<file path="config.mk">
export PLATFORM = sky130hd
export DESIGN_NAME = id_pipe
export DESIGN_NICKNAME = d
export VERILOG_FILES = /design/src/rtl/id_pipe_pkg.sv /design/src/rtl/id_dec.sv /design/src/rtl/id_pipe.sv
export SDC_FILE = /design/constraint.sdc
export NUM_CORES = 1
export LEC_CHECK = 0
export BUFFER_PORTS_ARGS = -buffer_cell sky130_fd_sc_hd__clkbuf_2
export CORE_ASPECT_RATIO = 1.4
export CORE_MARGIN = 3
export CORE_UTILIZATION = 46
export CTS_BUF_LIST = sky130_fd_sc_hd__clkbuf_16
export DETAILED_ROUTE_END_ITERATION = 7
export PLACE_DENSITY = 0.83
export RECOVER_POWER = 50
export SLEW_MARGIN = 30
export SYNTH_ARGS = -nofsm -noshare
export SYNTH_HDL_FRONTEND = slang
export SYNTH_SLANG_ARGS = --single-unit
</file>
<file path="constraint.sdc">
create_clock -name clk -period 2.4 [get_ports clk]
set_input_delay 0 -clock clk [delete_from_list [all_inputs] [get_ports clk]]
set_output_delay 0 -clock clk [all_outputs]
set_load 0.01 [all_outputs]
</file>
<file path="src/rtl/id_pipe_pkg.sv">
// Shared opcode/funct constants, ALU operation encodings and the output-register payload
// type for the id_pipe decode stage.
package id_pipe_pkg;

    localparam logic [6:0] OPC_OP_IMM = 7'b0010011;
    localparam logic [6:0] OPC_OP     = 7'b0110011;
    localparam logic [6:0] OPC_LUI    = 7'b0110111;
    localparam logic [6:0] OPC_AUIPC  = 7'b0010111;

    localparam logic [2:0] F3_ADD  = 3'b000;
    localparam logic [2:0] F3_SLL  = 3'b001;
    localparam logic [2:0] F3_SLT  = 3'b010;
    localparam logic [2:0] F3_SLTU = 3'b011;
    localparam logic [2:0] F3_XOR  = 3'b100;
    localparam logic [2:0] F3_SR   = 3'b101;
    localparam logic [2:0] F3_OR   = 3'b110;
    localparam logic [2:0] F3_AND  = 3'b111;

    localparam logic [6:0] F7_BASE = 7'h00;
    localparam logic [6:0] F7_ALT  = 7'h20;

    localparam int ALU_W = 4;

    typedef enum logic [ALU_W-1:0] {
        ALU_ADD  = 4'd0,
        ALU_SUB  = 4'd1,
        ALU_SLL  = 4'd2,
        ALU_SLT  = 4'd3,
        ALU_SLTU = 4'd4,
        ALU_XOR  = 4'd5,
        ALU_SRL  = 4'd6,
        ALU_SRA  = 4'd7,
        ALU_OR   = 4'd8,
        ALU_AND  = 4'd9
    } alu_op_e;

    // wd is kept at full 5 bits; the top truncates to REG_AW on the way out
    typedef struct packed {
        logic [31:0]      inst_addr;
        logic [31:0]      inst;
        logic [31:0]      op1;
        logic [31:0]      op2;
        logic [ALU_W-1:0] alu_op;
        logic [4:0]       wd;
        logic             wen;
        logic             illegal;
    } pay_t;

    function automatic logic reg_ok(input logic [4:0] f, input int aw);
        return int'(f) < (1 << aw);
    endfunction

endpackage

</file>
<file path="src/rtl/id_dec.sv">
// Combinational decoder for RV32I/RV32E OP-IMM, OP, LUI and AUIPC: register usage,
// operands, ALU operation, destination and legality.
module id_dec
    import id_pipe_pkg::*;
#(
    parameter int REG_AW = 5
) (
    input  logic [31:0]       inst_i,
    input  logic [31:0]       inst_addr_i,
    input  logic [31:0]       rs1_data_i,
    input  logic [31:0]       rs2_data_i,
    output logic              rs1_use_o,
    output logic              rs2_use_o,
    output logic [REG_AW-1:0] rs1_addr_o,
    output logic [REG_AW-1:0] rs2_addr_o,
    output logic [31:0]       op1_o,
    output logic [31:0]       op2_o,
    output logic [ALU_W-1:0]  alu_op_o,
    output logic [REG_AW-1:0] wd_o,
    output logic              wen_o,
    output logic              illegal_o
);

    logic [6:0]  opcode;
    logic [2:0]  f3;
    logic [6:0]  f7;
    logic [4:0]  rd_f;
    logic [4:0]  rs1_f;
    logic [4:0]  rs2_f;
    logic        fmt_ok;
    logic        regs_ok;
    logic [31:0] op1;
    logic [31:0] op2;
    alu_op_e     alu;

    assign opcode = inst_i[6:0];
    assign f3     = inst_i[14:12];
    assign f7     = inst_i[31:25];
    assign rd_f   = inst_i[11:7];
    assign rs1_f  = inst_i[19:15];
    assign rs2_f  = inst_i[24:20];

    always_comb begin
        rs1_use_o = 1'b0;
        rs2_use_o = 1'b0;
        op1       = '0;
        op2       = '0;
        alu       = ALU_ADD;
        fmt_ok    = 1'b0;
        case (opcode)
            OPC_OP_IMM: begin
                rs1_use_o = 1'b1;
                op1       = rs1_data_i;
                op2       = {{20{inst_i[31]}}, inst_i[31:20]};
                fmt_ok    = 1'b1;
                case (f3)
                    F3_ADD:  alu = ALU_ADD;
                    F3_SLT:  alu = ALU_SLT;
                    F3_SLTU: alu = ALU_SLTU;
                    F3_XOR:  alu = ALU_XOR;
                    F3_OR:   alu = ALU_OR;
                    F3_SLL: begin
                        alu    = ALU_SLL;
                        op2    = {27'b0, inst_i[24:20]};
                        fmt_ok = (f7 == F7_BASE);
                    end
                    F3_SR: begin
                        alu    = f7[5] ? ALU_SRA : ALU_SRL;
                        op2    = {27'b0, inst_i[24:20]};
                        fmt_ok = (f7 == F7_BASE) || (f7 == F7_ALT);
                    end
                    default: alu = ALU_AND;
                endcase
            end
            OPC_OP: begin
                rs1_use_o = 1'b1;
                rs2_use_o = 1'b1;
                op1       = rs1_data_i;
                op2       = rs2_data_i;
                fmt_ok    = (f7 == F7_BASE) ||
                            ((f7 == F7_ALT) && ((f3 == F3_ADD) || (f3 == F3_SR)));
                case (f3)
                    F3_ADD:  alu = f7[5] ? ALU_SUB : ALU_ADD;
                    F3_SLL:  alu = ALU_SLL;
                    F3_SLT:  alu = ALU_SLT;
                    F3_SLTU: alu = ALU_SLTU;
                    F3_XOR:  alu = ALU_XOR;
                    F3_SR:   alu = f7[5] ? ALU_SRA : ALU_SRL;
                    F3_OR:   alu = ALU_OR;
                    default: alu = ALU_AND;
                endcase
            end
            OPC_LUI: begin
                op2    = {inst_i[31:12], 12'b0};
                fmt_ok = 1'b1;
            end
            OPC_AUIPC: begin
                op1    = inst_addr_i;
                op2    = {inst_i[31:12], 12'b0};
                fmt_ok = 1'b1;
            end
            default: fmt_ok = 1'b0;
        endcase
    end

    // RV32E: any referenced register at or above 2**REG_AW makes the instruction illegal
    assign regs_ok = reg_ok(rd_f, REG_AW) &&
                     (!rs1_use_o || reg_ok(rs1_f, REG_AW)) &&
                     (!rs2_use_o || reg_ok(rs2_f, REG_AW));

    assign illegal_o  = !(fmt_ok && regs_ok);
    assign op1_o      = illegal_o ? 32'b0 : op1;
    assign op2_o      = illegal_o ? 32'b0 : op2;
    assign alu_op_o   = illegal_o ? ALU_ADD : alu;
    assign wd_o       = illegal_o ? '0 : rd_f[REG_AW-1:0];
    assign wen_o      = !illegal_o && (rd_f != 5'd0);
    assign rs1_addr_o = rs1_use_o ? inst_i[15 +: REG_AW] : '0;
    assign rs2_addr_o = rs2_use_o ? inst_i[20 +: REG_AW] : '0;

endmodule

</file>
<file path="src/rtl/id_pipe.sv">
// Registered decode stage: load-use interlock, valid/ready output register, flush and a
// saturating stall counter around the id_dec decoder.
module id_pipe
    import id_pipe_pkg::*;
#(
    parameter int REG_AW      = 5,
    parameter int ALU_OP_W    = 4,
    parameter int STALL_CNT_W = 16,
    parameter bit ZERO_IDLE   = 1'b1
) (
    input  logic                   clk,
    input  logic                   rst,
    input  logic                   in_valid_i,
    output logic                   in_ready_o,
    input  logic [31:0]            inst_addr_i,
    input  logic [31:0]            inst_i,
    output logic [REG_AW-1:0]      rs1_addr_o,
    output logic [REG_AW-1:0]      rs2_addr_o,
    input  logic [31:0]            rs1_data_i,
    input  logic [31:0]            rs2_data_i,
    input  logic [REG_AW-1:0]      ex_wd_addr_i,
    input  logic                   ex_reg_wen_i,
    input  logic                   ex_is_load_i,
    input  logic                   flush_i,
    output logic                   out_valid_o,
    input  logic                   out_ready_i,
    output logic [31:0]            inst_addr_o,
    output logic [31:0]            inst_o,
    output logic [31:0]            op_1_o,
    output logic [31:0]            op_2_o,
    output logic [ALU_OP_W-1:0]    alu_op_o,
    output logic [REG_AW-1:0]      wd_addr_o,
    output logic                   reg_wen_o,
    output logic                   illegal_o,
    output logic [STALL_CNT_W-1:0] stall_cnt_o
);

    logic                   rs1_use;
    logic                   rs2_use;
    logic [31:0]            dec_op1;
    logic [31:0]            dec_op2;
    logic [ALU_W-1:0]       dec_alu;
    logic [REG_AW-1:0]      dec_wd;
    logic                   dec_wen;
    logic                   dec_ill;
    logic                   hazard;
    logic                   accept;

    logic                   valid_d,     valid_q;
    pay_t                   pay_d,       pay_q;
    logic [STALL_CNT_W-1:0] stall_cnt_d, stall_cnt_q;

    id_dec #(.REG_AW(REG_AW)) u_dec (
        .inst_i      (inst_i),
        .inst_addr_i (inst_addr_i),
        .rs1_data_i  (rs1_data_i),
        .rs2_data_i  (rs2_data_i),
        .rs1_use_o   (rs1_use),
        .rs2_use_o   (rs2_use),
        .rs1_addr_o  (rs1_addr_o),
        .rs2_addr_o  (rs2_addr_o),
        .op1_o       (dec_op1),
        .op2_o       (dec_op2),
        .alu_op_o    (dec_alu),
        .wd_o        (dec_wd),
        .wen_o       (dec_wen),
        .illegal_o   (dec_ill)
    );

    // A load in EX has no result yet; hold any consumer of its destination
    assign hazard = ex_is_load_i && ex_reg_wen_i && (ex_wd_addr_i != '0) &&
                    ((rs1_use && (rs1_addr_o == ex_wd_addr_i)) ||
                     (rs2_use && (rs2_addr_o == ex_wd_addr_i)));

    assign in_ready_o = !flush_i && !hazard && (!valid_q || out_ready_i);
    assign accept     = in_valid_i && in_ready_o;

    always_comb begin
        valid_d     = valid_q;
        pay_d       = pay_q;
        stall_cnt_d = stall_cnt_q;
        if (flush_i) begin
            valid_d = 1'b0;
        end else if (accept) begin
            valid_d         = 1'b1;
            pay_d.inst_addr = inst_addr_i;
            pay_d.inst      = inst_i;
            pay_d.op1       = dec_op1;
            pay_d.op2       = dec_op2;
            pay_d.alu_op    = dec_alu;
            pay_d.wd        = 5'(dec_wd);
            pay_d.wen       = dec_wen;
            pay_d.illegal   = dec_ill;
        end else if (out_ready_i) begin
            valid_d = 1'b0;
        end
        if (ZERO_IDLE && !valid_d) begin
            pay_d = '0;
        end
        if (in_valid_i && hazard && !flush_i && (stall_cnt_q != {STALL_CNT_W{1'b1}})) begin
            stall_cnt_d = stall_cnt_q + 1'b1;
        end
    end

    always_ff @(posedge clk) begin
        if (rst) begin
            valid_q     <= 1'b0;
            pay_q       <= '0;
            stall_cnt_q <= '0;
        end else begin
            valid_q     <= valid_d;
            pay_q       <= pay_d;
            stall_cnt_q <= stall_cnt_d;
        end
    end

    assign out_valid_o = valid_q;
    assign inst_addr_o = pay_q.inst_addr;
    assign inst_o      = pay_q.inst;
    assign op_1_o      = pay_q.op1;
    assign op_2_o      = pay_q.op2;
    assign alu_op_o    = ALU_OP_W'(pay_q.alu_op);
    assign wd_addr_o   = pay_q.wd[REG_AW-1:0];
    assign reg_wen_o   = pay_q.wen;
    assign illegal_o   = pay_q.illegal;
    assign stall_cnt_o = stall_cnt_q;

endmodule

</file>
== Word-level counts from Yosys, hierarchy flattened ==
Index checks and enable logic that the tools add are counted.
Operators by class
  add/sub/neg operators: 1
  eq/ne operators: 14
  muxes and demuxes: 21
  bitwise logic cells: 2
  reduce and logical (&&, ||, !) cells: 31
Operator list (count)
  32-bit 2-to-1 mux: 3
  32-bit case mux with 3 select lines: 1
  32-bit case mux with 2 select lines: 1
  4-bit case mux with 7 select lines: 2
  7-bit by 6-bit equality test with 1-bit output, second input constant: 3
  16-bit by 1-bit adder with 16-bit output, second input constant: 1
  16-bit != test, second input constant: 1
  5-bit 2-to-1 mux: 3
  7-bit by 5-bit equality test with 1-bit output, second input constant: 2
  1-bit logical AND: 13
  5-bit equality test: 2
  5-bit nonzero test: 2
  3-bit equality test, second input constant: 3
  4-bit case mux with 2 select lines: 1
  2-bit OR reduction: 4
  7-bit logical NOT: 1
  1-bit 2-to-1 mux: 7
  3-bit by 2-bit equality test with 1-bit output, second input constant: 2
  1-bit logical OR: 5
  1-bit logical NOT: 4
  4-bit 2-to-1 mux: 1
  3-bit by 1-bit equality test with 1-bit output, second input constant: 1
  3-bit logical NOT: 1
  1-bit case mux with 3 select lines: 1
  3 further kinds: 4
Storage, ports and cells
  register bits after elaboration: 156
  output and inout bits: 167

== Depth between registers and ports, before layout ==
  depth in word-level cells: 16
  depth in mapped cells: 9
  depth with buffers taken out: 7

== Cells and area by module ==
A second synthesis with hierarchy kept.
Unflattened totals
  cell total of the unflattened synthesis: 605
  area total of the unflattened synthesis: 6406.1 um^2
Modules (own cells, without submodules)
  id_pipe: instances 1, cells an instance 441, area each 5292.6 um^2
  id_dec: instances 1, cells an instance 164, area each 1113.6 um^2

== Worst setup path before layout ==
OpenSTA, ideal clock, no wires.
  path type: reg-to-reg
  from: reg stall_cnt_q[0] (netlist: stall_cnt_o[0])
  to: reg stall_cnt_q[10] (netlist: stall_cnt_o[10])
  library setup time: 71 ps
  arrival time: 1894 ps
  data required time: 2329 ps
  setup slack: 435 ps
  cell stages (with the launch flop): 9
  path buffers: 1
  clock period less this slack: 1965 ps
  cell sequence: dfxtp_1 -> ha_1 -> nand2_1 -> nor2_1 -> a41oi_1 -> nand3_1 -> buf_2 -> or4_1 -> a21oi_1
Between the ends
  cells in the longest elaborated chain, start to end: 2
  elaborated cells between the ends (all ways): 3
  those cells by class: 1 x add/sub; 1 x eq/ne; 1 x reduce/logical
RTL lines
  from (decl): RTL line id_pipe.sv:51  | logic [STALL_CNT_W-1:0] stall_cnt_d, stall_cnt_q;
  from (signal assigned): RTL line id_pipe.sv:113  | stall_cnt_q <= stall_cnt_d;
  branches (longest 2 deep; another with 16-bit by 1-bit adder with 16-bit output)
Several ways; the timed one is not identified.
A chain may end at the register's enable or synchronous reset.

== Worst setup path in the final report ==
  from: in inst_i[1]
  to: reg pay_q, in the netlist op_2_o[25]
Between the ends
  cells in the longest elaborated chain, start to end: 16
  elaborated cells between the ends (all ways): 28
  those cells by class: 6 x eq/ne; 9 x mux; 1 x bitwise; 12 x reduce/logical
RTL lines
  from (decl): RTL line id_pipe.sv:16  | input logic [31:0] inst_i,
  7-bit by 5-bit equality test with 1-bit output / 7-bit by 6-bit equality test with 1-bit output (equally long branches): RTL line id_dec.sv:50  | case (opcode)
  2-bit OR reduction (no line)
  1-bit 2-to-1 mux: RTL line id_dec.sv:50
  5-bit 2-to-1 mux: RTL line id_dec.sv:117  | assign rs1_addr_o = rs1_use_o ? inst_i[15 +: REG_AW] : '0;
  5-bit equality test: RTL line id_pipe.sv:72  | ((rs1_use && (rs1_addr_o == ex_wd_addr_i)) ||
  1-bit logical AND: RTL line id_pipe.sv:72
  1-bit logical OR: RTL line id_pipe.sv:72
  1-bit logical AND: RTL line id_pipe.sv:71  | assign hazard = ex_is_load_i && ex_reg_wen_i && (ex_wd_addr_i != '0) &&
  1-bit logical NOT: RTL line id_pipe.sv:75  | assign in_ready_o = !flush_i && !hazard && (!valid_q || out_ready_i);
  1-bit logical AND (2 in series): RTL line id_pipe.sv:75
  1-bit logical AND: RTL line id_pipe.sv:76  | assign accept = in_valid_i && in_ready_o;
  1-bit 2-to-1 mux: RTL line id_pipe.sv:84  | end else if (accept) begin
  1-bit 2-to-1 mux: RTL line id_pipe.sv:82  | if (flush_i) begin
  1-bit inverter (no line)
  2-bit OR reduction (no line)
  to (signal assigned): RTL line id_pipe.sv:112  | pay_q <= pay_d;
  to (decl): RTL line id_pipe.sv:50  | pay_t pay_d, pay_q;
Several ways; a longest one is shown, not always the timed one.

==> results.yml <==
yosys:
  yosys-top-cells-area: "dfxtp_1, a22o_1, a222oi_1"
  synthCells: 648
  synth_warnings: 0
  yosys_register_bits: 156
  synth_area_per_cell_um2: 9.76
  yosysSeqAreaShare: 0.494
  synthesis.area_um2: 6320
  synth-edff-count: 0
  synth_top_family_by_area: "compound AO/OA/AOI/OAI gates"
  synthMuxAreaShare: 0.0111
  synthSimpleGateAreaFrac: 0.118
  synth_most_common_cell: "dfxtp_1"
  synth_common_cells: "dfxtp_1, a22o_1, nor2_1, nand2_1"
  synth-adder-area-share: 0.00198
  synth-compound-area-share: 0.304
  synthXorXnorAreaFrac: 0.0222
  syn_nets: 789
  netlist-cell-type-count: 54
  synth_top_area_frac: 0.494
  postSynth.asyncResetShare: 0
  yosysTopAreaCell: "dfxtp_1"
  synth-main-ff-cell: "dfxtp_1"
worst_setup_path:
  critPathMaxFanout: 19
  startpoint_type: "input port"
  crit_path_end_kind: "flop"
  arrival_ns: 2.53
  path_class: "in -> reg"
  path_common_cell: "buf_4"
  worstPathRequired_ns: 2.68
  cp_slowest_cell: "dlygate4sd3_1"
  max_stage_delay_ns: 0.56
  path_delay_family: "buffers and inverters"
  crit_buf_inv: 5
  path_cells: "dlygate4sd3_1 > clkbuf_2 > nand2_1 > or3_1 > nor3_4 > buf_4 > a2111oi_4 > buf_4 > nand2_1 > buf_4 > o21ai_0"
global_route:
  antenna_found_initial: 0
  grt.overflow.total: 0
  track_usage: 0.332
  grt_pass1_vias: 7369
  grt_max_degree: 65
  grt_first_pass_wirelength_mm: 40.2
detailed_routing:
  drt-initial-drc-count: 710
  drtAntennaViolNets: 0
  vias: 7394
  wl_mm: 26.0
  drc: 2
  drt-pass1-iter-count: 8
  viasPerCell: 5.87
  post_drt_wl_per_cell_um: 20.7
clocking:
  cts_max_path_buffers: 2
  cts-root-buf: "clkbuf_16"
  numCtsBuffers: 17
  clkTransAtPathRegs_ns: 0.07
  cts_tree: "built"
  cts.sinks: 156
  cts.htree.levels: 4
  worstSkewPairLatency_ns: 0.41
power_and_ir_drop:
  switching_share: 0.253
  p_leak_nw: 3.91
  comb_power_share: 0.104
  internal_power_mw: 4.26
  p_sw_mw: 1.45
  irDropWorstVdd_v: 0.000397
  p_seq_frac: 0.460
  p_per_area_nw_per_um2: 590
  pwr-share-clk: 0.436
timing:
  relSlewSlack: 0.541
  grt_setup_unrepaired: "false"
  worstMarginPinSlew_ns: 0.682
  fin_hold_ws_ns: 0.0151
  period_share: 0.934
  layout_min_cycle_time_ns: 2.24
  slew_viol_final: 0
  finalSetupTns_ns: 0
  setup_violations: 0
  finClkSkew_ns: 0.00795
  fmax_mhz: 446
  finalHoldViolations: 0
cells_and_area:
  diodes: 0
  fin_util: 0.722
  syn_to_final_growth_pct: 52.9
  fin_nets: 1205
  drive_above_1_share: 0.205
die:
  core.rowCount: 50
  core_um2: 13400
  ios: 307
  die_w_um: 105
  die_h_um: 145
  design.die.area_um2: 15200
  start_util: 0.472
status:
  violations: "DRC"
  outcome: "finished with violations"
hold_path:
  hp-class: "in -> reg"
placement:
  dpl.hpwl_mm: 15.8
  gp_congestion: 0.824
  numPortBuffers: 306
run:
  drv_cap: 0
-- layout make-up --
| cell class | count | area, µm² |
|---|---|---|
| fill | 1013 | 3720 |
| sequential | 156 | 3120 |
| inverter | 2 | 7.51 |
| multi-input combinational | 431 | 2920 |
| tap | 182 | 228 |
| timing repair buffer | 456 | 2850 |
| clock buffer | 17 | 425 |
| clock inverter | 15 | 116 |
-- metal layers --
metal	vias to the layer above	GRT usage	part of all wire
met1	3481	0.371	0.36
met5	-	0	0
met4	0	0.160	0.039
met2	522	0.597	0.51
met3	71	0.0772	0.094
li1	3320	-	-
-- through the flow --
stage	instance area (µm²)	total power [mW]	cells	setup WS (ns)
finish	9670	5.70	1259	0.158
global route	9670	5.86	1259	0.00280
CTS	9840	5.70	1258	0.0387
detailed placement	8000	3.08	1097	0.101
global placement	8000	3.08	1097	0.130
floorplan	6320	2.85	648	0.435
-- sequential cells by signal (all words and copies together) (netlist names) --
name	flops
illegal_o	1
op_1_o	32
inst_addr_o	32
reg_wen_o	1
alu_op_o	4
op_2_o	32
wd_addr_o	5
stall_cnt_o	16
inst_o	32
out_valid_o	1
-- power groups by stage --
stage | logic (mW) | registers [mW] | clock network [mW]
3_3_place_gp | 0.398 | 2.68 | 0
6_report | 0.594 | 2.62 | 2.49
4_1_cts | 0.572 | 2.62 | 2.51
2_1_floorplan | 0.163 | 2.69 | 0
3_5_place_dp | 0.403 | 2.68 | 0
5_1_grt | 0.630 | 2.62 | 2.61
-- kinds of logic after synthesis --
| family | Yosys count |
|---|---|
| compound gates | 253 |
| xor+xnor | 16 |
| fa+ha+maj | 1 |
| buf+inv | 61 |
| flops | 156 |
| mux | 7 |
| simple gates | 154 |
-- worst paths after layout --
| path | startpoint | to | slack [ns] | cells past startpoint |
|---|---|---|---|---|
| max | inst_i[1] | op_2_o[25] | 0.16 | 11 |
| min | rs2_data_i[29] | op_2_o[29] | 0.02 | 4 |
| max reg2reg | stall_cnt_o[0] | stall_cnt_o[6] | 0.20 | 7 |
| min reg2reg | op_2_o[7] | op_2_o[7] | 0.45 | 2 |
-- cell usage in the layout (no fill, tap or decap), types with 32 or more instances in the layout --
| cell | count |
|---|---|
| a222oi_1 | 32 |
| a22o_1 | 72 |
| a31oi_1 | 32 |
| dfxtp_1 | 156 |
| dlygate4sd3_1 | 128 |
| clkbuf_1 | 157 |
| o21ai_0 | 35 |
| nor2_1 | 47 |
| clkbuf_2 | 148 |
| nand2_1 | 47 |
-- what timing repair did --
action,CTS,global route
setup endpoints to repair,0,9
hold endpoints to repair,131,0
hold buffers,129,0
setup buffers,0,2
gates resized for setup,0,11
-- worst register-to-register path, delay by kind of cell, from the launching register on --
family                     cells  cell delay [ns]
DFF                            1             0.34
AOI/OAI and AO/OA              2             0.55
adders and majority gates      1             0.25
and+or+nand+nor                4             0.99
Note: power is estimated with default switching activity, not from simulation.
